**src/rtl/bram_table_writer_pkg.sv**
```systemverilog
// Shared definitions for the BRAM table writer/reader pair: FSM state codes and default geometry.
// Latency: n/a (package only).
// Backpressure: n/a.
package bram_table_writer_pkg;

    // Default geometry. It matches the quarter-wave sine table the reader expects.
    localparam int DEF_DEPTH  = 64;
    localparam int DEF_ADDR_W = 8;
    localparam int DEF_DATA_W = 11;

    typedef enum logic [2:0] {
        ST_IDLE   = 3'd0,
        ST_WRITE  = 3'd1,
        ST_VERIFY = 3'd2,
        ST_CHECK  = 3'd3,
        ST_DONE   = 3'd4,
        ST_ERROR  = 3'd5
    } state_e;

    // The checksum holds DEPTH unsigned samples without overflow.
    function automatic int csum_w(input int data_w, input int depth);
        return data_w + $clog2(depth);
    endfunction

endpackage

```
**src/rtl/rd_lat_pipe.sv**
```systemverilog
// Valid shift register that tags BRAM reads. It produces the strobe when the read data returns.
// Latency: out_vld follows in_vld by LAT cycles. any_vld is high while any read is in flight.
// Backpressure: none. It shifts every cycle.
// Ports: clk, rst_n (async, active-low), in_vld (read issued), out_vld (data valid now), any_vld.
module rd_lat_pipe #(
    parameter int LAT = 1
) (
    input  logic clk,
    input  logic rst_n,
    input  logic in_vld,
    output logic out_vld,
    output logic any_vld
);

    logic [LAT-1:0] vld_q;
    logic [LAT-1:0] vld_d;

    always_comb begin
        vld_d    = vld_q << 1;
        vld_d[0] = in_vld;
    end

    always_ff @(posedge clk or negedge rst_n) begin
        if (!rst_n) begin
            vld_q <= '0;
        end else begin
            vld_q <= vld_d;
        end
    end

    assign out_vld = vld_q[LAT-1];
    assign any_vld = |vld_q;

endmodule

```
**src/rtl/bram_table_writer.sv**
```systemverilog
// Loads a DEPTH-entry table into BRAM port A from a valid/ready stream, reads it back and compares checksums.
// Latency: with no stalls, done/error is set 2*DEPTH+READ_LAT+1 cycles after start.
// Backpressure: s_ready is high only in WRITE. Each idle stream cycle delays completion by one cycle.
// Ports: CLK100MHZ/CPU_RESETN; start; s_valid/s_data/s_ready; BRAM port A (ena/wea/addra/dina/douta);
//        busy/done/error status for the sequencer.
module bram_table_writer
    import bram_table_writer_pkg::*;
#(
    parameter int DEPTH    = DEF_DEPTH,
    parameter int ADDR_W   = DEF_ADDR_W,
    parameter int DATA_W   = DEF_DATA_W,
    parameter int READ_LAT = 1
) (
    input  logic              CLK100MHZ,
    input  logic              CPU_RESETN,
    input  logic              start,
    input  logic              s_valid,
    input  logic [DATA_W-1:0] s_data,
    output logic              s_ready,
    output logic              ena,
    output logic [0:0]        wea,
    output logic [ADDR_W-1:0] addra,
    output logic [DATA_W-1:0] dina,
    input  logic [DATA_W-1:0] douta,
    output logic              busy,
    output logic              done,
    output logic              error
);

    localparam int                CSUM_W    = csum_w(DATA_W, DEPTH);
    localparam logic [ADDR_W-1:0] LAST_ADDR = ADDR_W'(DEPTH - 1);

    state_e              state_q, state_d;
    logic [ADDR_W-1:0]   addr_q, addr_d;
    logic [CSUM_W-1:0]   write_sum_q, write_sum_d;
    logic [CSUM_W-1:0]   read_sum_q, read_sum_d;
    logic                rd_issue;
    logic                acc_stb;
    logic                rd_pending;

    rd_lat_pipe #(
        .LAT (READ_LAT)
    ) u_rd_lat_pipe (
        .clk     (CLK100MHZ),
        .rst_n   (CPU_RESETN),
        .in_vld  (rd_issue),
        .out_vld (acc_stb),
        .any_vld (rd_pending)
    );

    always_comb begin
        state_d     = state_q;
        addr_d      = addr_q;
        write_sum_d = write_sum_q;
        read_sum_d  = read_sum_q;
        s_ready     = 1'b0;
        ena         = 1'b0;
        wea         = 1'b0;
        addra       = '0;
        dina        = '0;
        rd_issue    = 1'b0;

        // Read data is accumulated when it returns, whatever the current state.
        if (acc_stb) begin
            read_sum_d = read_sum_q + CSUM_W'(douta);
        end

        case (state_q)
            ST_IDLE, ST_DONE, ST_ERROR: begin
                if (start) begin
                    state_d     = ST_WRITE;
                    addr_d      = '0;
                    write_sum_d = '0;
                    read_sum_d  = '0;
                end
            end
            ST_WRITE: begin
                s_ready = 1'b1;
                if (s_valid) begin
                    ena         = 1'b1;
                    wea         = 1'b1;
                    addra       = addr_q;
                    dina        = s_data;
                    write_sum_d = write_sum_q + CSUM_W'(s_data);
                    if (addr_q == LAST_ADDR) begin
                        addr_d  = '0;
                        state_d = ST_VERIFY;
                    end else begin
                        addr_d = addr_q + 1'b1;
                    end
                end
            end
            ST_VERIFY: begin
                ena      = 1'b1;
                addra    = addr_q;
                rd_issue = 1'b1;
                if (addr_q == LAST_ADDR) begin
                    addr_d  = '0;
                    state_d = ST_CHECK;
                end else begin
                    addr_d = addr_q + 1'b1;
                end
            end
            ST_CHECK: begin
                // An empty pipe means the last sample went into read_sum_q on the previous edge.
                if (!rd_pending) begin
                    state_d = (read_sum_q == write_sum_q) ? ST_DONE : ST_ERROR;
                end
            end
            default: begin
                state_d = ST_IDLE;
            end
        endcase
    end

    always_ff @(posedge CLK100MHZ or negedge CPU_RESETN) begin
        if (!CPU_RESETN) begin
            state_q     <= ST_IDLE;
            addr_q      <= '0;
            write_sum_q <= '0;
            read_sum_q  <= '0;
        end else begin
            state_q     <= state_d;
            addr_q      <= addr_d;
            write_sum_q <= write_sum_d;
            read_sum_q  <= read_sum_d;
        end
    end

    assign busy  = (state_q == ST_WRITE) || (state_q == ST_VERIFY) || (state_q == ST_CHECK);
    assign done  = (state_q == ST_DONE);
    assign error = (state_q == ST_ERROR);

endmodule

```
**config.mk**
```make
export PLATFORM = sky130hd
export DESIGN_NAME = bram_table_writer
export DESIGN_NICKNAME = d
export VERILOG_FILES = /design/src/rtl/bram_table_writer_pkg.sv /design/src/rtl/rd_lat_pipe.sv /design/src/rtl/bram_table_writer.sv
export SDC_FILE = /design/constraint.sdc
export NUM_CORES = 1
export LEC_CHECK = 0
export CAP_MARGIN = 0
export CORE_ASPECT_RATIO = 0.5
export CORE_MARGIN = 2
export CORE_UTILIZATION = 51
export CTS_BUF_LIST = sky130_fd_sc_hd__clkbuf_4 sky130_fd_sc_hd__clkbuf_8 sky130_fd_sc_hd__clkbuf_16
export CTS_CLUSTER_DIAMETER = 80
export DETAILED_ROUTE_END_ITERATION = 12
export PLACE_DENSITY = 0.8
export SYNTH_ARGS = -nofsm -noshare
export SYNTH_HDL_FRONTEND = slang
export SYNTH_HIERARCHICAL = 1
export SYNTH_SLANG_ARGS = --single-unit
```
**constraint.sdc**
```tcl
create_clock -name CLK100MHZ -period 2.2 [get_ports CLK100MHZ]
set_input_delay 0.66 -clock CLK100MHZ [delete_from_list [all_inputs] [get_ports CLK100MHZ]]
set_output_delay 0.66 -clock CLK100MHZ [all_outputs]
set_load 0.005 [all_outputs]
```
==> impl_metrics.toml <==
[power]
power.switching_mw = 3.18
switching_share = 0.443
power_mw = 7.18
powerDensity_nw_per_um2 = 1240
ir_drop_uv = 650
combPwrFrac = 0.667
pwr-share-seq = 0.203
leakage_nw = 2.64
p_int_mw = 4.00
clock_power_share = 0.131

[route]
drt-pass1-iter-count = 8
ant_nets = 0
route.detailed.drc = 0
drt_iter0_markers = 685
wl_per_cell_um = 21.1
finalWirelength_um = 14500
dr_total_vias = 4502
vias_per_cell = 6.54

[final_layout]
fin_nets = 642
instances_no_fill = 688
mostFrequentLayoutCells = "buf_4 (96), dfrtp_1 (45), nand2_1 (36), nor2_1 (25), xor2_1 (23)"
syn_to_final_growth_pct = 51.3
drive_above_1_share = 0.387
layout_commonest_cell = "buf_4"
antenna_cells = 0

[placement]
dpl.cell_count = 659
port_buffers = 50
place_congestion = 0.875
dpl.hpwl_um = 7800
place_ws_ns = -0.820

[clock_network]
cts_sinks = 46
numCtsBuffers = 5
cts_max_level = 2
holdBufCountCts = 0
cts_root_buf = "clkbuf_16"
cts_buffer_depth = 2
clk_pin_slew_ns = 0.07
clock_latency_ns = 0.30
cts_tree = "done"

[die]
core_um2 = 7320
die_h_um = 65.4
die-area_um2 = 8280
start_util = 0.524
fp.dieW_um = 127
num_rows = 22
pin_count = 51

[setup_path]
critPathTopFamily = "buffers and inverters"
arrival_ns = 1.71
critPathMaxFanout = 6
start_kind = "flip-flop"
path_common_cell = "buf_6"
crit_type = "reg2out"
crit_chain = "nor3b_2, nand2_2, inv_4, buf_12, buf_6, buf_6, and2_4, buf_6"
slowest_stage = "dfrtp_1"
critPathBufInv = 5
critPathCaptureType = "output pin"
required_ns = 1.54
slowest_delay_ns = 0.40

[outcome]
outcome = "complete, but fails checks"
violations = "setup timing"

[yosys]
synthCells = 447
syn_nets = 498
avgSynthCellArea_um2 = 8.59
ys_ff_latch = 46
synth_edf_count = 0
async_flop_share = 1.00
synth_area_um2 = 3840
ys_types = 66
yosys_warnings = 6
synth_flop_cell = "dfrtp_1"
ys_seq_area_frac = 0.300

[sta]
setup_ws_ns = -0.173
timing.final.crit_share = 1.08
fin_crit_ns = 2.37
holdWs_ns = 0.333
max_slew_margin = 0.596
final_max_slew_viol_count = 0
final.setup.tns_ns = -2.51
fin_skew_ns = 0.00308
rsz0062_at_grt = "true"
fmax_mhz = 421
hold_viol = 0
worstMarginPinSlew_ns = 0.598
finalSetupViolCount = 26

[min_path]
hold_class = "in2async"

[grt]
grt_pass1_vias = 4299
grt_max_degree = 47
grt_pass1_wl_um = 20100
grt_usage = 0.305
grt_antenna_before_repair = 0
overflow = 0

[flow_run]
cap_violations = 0
==> through the flow <==
stage,util,area [um2]
2_1_floorplan,-,3870
6_report,0.793,5810
5_1_grt,0.793,5810
4_1_cts,0.761,5570
3_3_place_gp,0.694,5080
3_5_place_dp,0.694,5080
==> flip-flops by register name (all words and copies together), names as in the netlist <==
name                   flops
state_q                    3
u_rd_lat_pipe/any_vld      1
read_sum_q                17
write_sum_q               17
addr_q                     8
==> worst register-to-register path, cell delays in order (launching register included) <==
cell      delay [ns]
dfrtp_1         0.41
ha_4            0.18
fa_2            0.35
a21o_1          0.17
a21o_4          0.22
a2111o_1        0.43
buf_6           0.15
a311oi_2        0.23
nor3_1          0.08
==> Yosys cell counts, drive strengths merged, types with 3 or more instances <==
cell type,number,area share
or2,6,0.0098
dfrtp,46,0.30
xnor2,9,0.021
o21ai,21,0.027
xor2,23,0.052
o31ai,3,0.0059
ha,23,0.075
nand2b,7,0.011
o211ai,13,0.025
a2111oi,3,0.015
nand3b,4,0.0078
a211oi,11,0.022
nor2,30,0.030
a21oi,19,0.025
nand2,37,0.036
and2,18,0.029
nand4,8,0.013
buf,9,0.012
nor3,15,0.021
or3,4,0.0065
and3,13,0.022
nand3,14,0.018
mux2i,9,0.023
a21o,11,0.023
nor2b,13,0.021
o21a,7,0.014
inv,7,0.0068
o22ai,3,0.0049
nor4,9,0.015
clkbuf,15,0.015
a31oi,3,0.0049
==> path summary, 6_finish.rpt <==
path | slack, ns | from | cells past startpoint | end
min in group CLK100MHZ | 0.54 | write_sum_q[16]$_DFFE_PN0P_ | 1 | write_sum_q[16]$_DFFE_PN0P_
max in group asynchronous | 1.63 | CPU_RESETN | 2 | write_sum_q[0]$_DFFE_PN0P_
setup reg to reg | -0.14 | read_sum_q[0]$_DFF_PN0_ | 8 | read_sum_q[16]$_DFF_PN0_
hold reg to reg | 0.54 | write_sum_q[16]$_DFFE_PN0P_ | 1 | write_sum_q[16]$_DFFE_PN0P_
hold / removal | 0.33 | CPU_RESETN | 2 | read_sum_q[5]$_DFF_PN0_
setup / recovery | -0.17 | state_q[1]$_DFFE_PN0P_ | 8 | dina[6]
==> final cells by class <==
class / instances / area (um2)
Clock inverter: 1 / 30.0
Sequential cell: 46 / 1150
Tap cell: 96 / 120
Multi-Input combinational cell: 369 / 3020
Clock buffer: 7 / 140
Timing Repair Buffer: 161 / 1310
Fill cell: 396 / 1510
Inverter: 8 / 32.5
==> metal layers <==
| metal | wire length, um | share of wire | global-route usage |
|---|---|---|---|
| met5 | 0 | 0 | 0 |
| met2 | 6780 | 0.47 | 0.536 |
| met4 | 769 | 0.053 | 0.140 |
| met3 | 1380 | 0.095 | 0.0651 |
| met1 | 5590 | 0.39 | 0.367 |
==> what timing repair did <==
item                                    4_1_cts  5_1_grt
resized for setup                           157       62
pin swaps                                    35       34
endpoints found under the setup margin       48       49
cloned                                        1        0
setup buffers                                18        9
==> cell families after synthesis <==
family / count (synthesis) / share of synthesized area
and+or+nand+nor: 186 / 0.260
adders and majority gates: 25 / 0.0854
AOI/OAI and AO/OA: 117 / 0.223
DFF: 46 / 0.300
muxes: 9 / 0.0235
buffers and inverters: 32 / 0.0355
xor gates and xnor gates: 32 / 0.0730
==> power by group through the flow <==
| stage | logic [mW] | clock network, mW | registers, mW |
|---|---|---|---|
| 2_1_floorplan | 2.27 | 0 | 1.29 |
| 3_3_place_gp | 3.61 | 0 | 1.38 |
| 3_5_place_dp | 3.72 | 0 | 1.39 |
| 4_1_cts | 4.18 | 0.934 | 1.41 |
| 5_1_grt | 5.08 | 0.982 | 1.48 |
| 6_report | 4.79 | 0.938 | 1.46 |
Note: power is estimated with default switching activity, not from simulation.
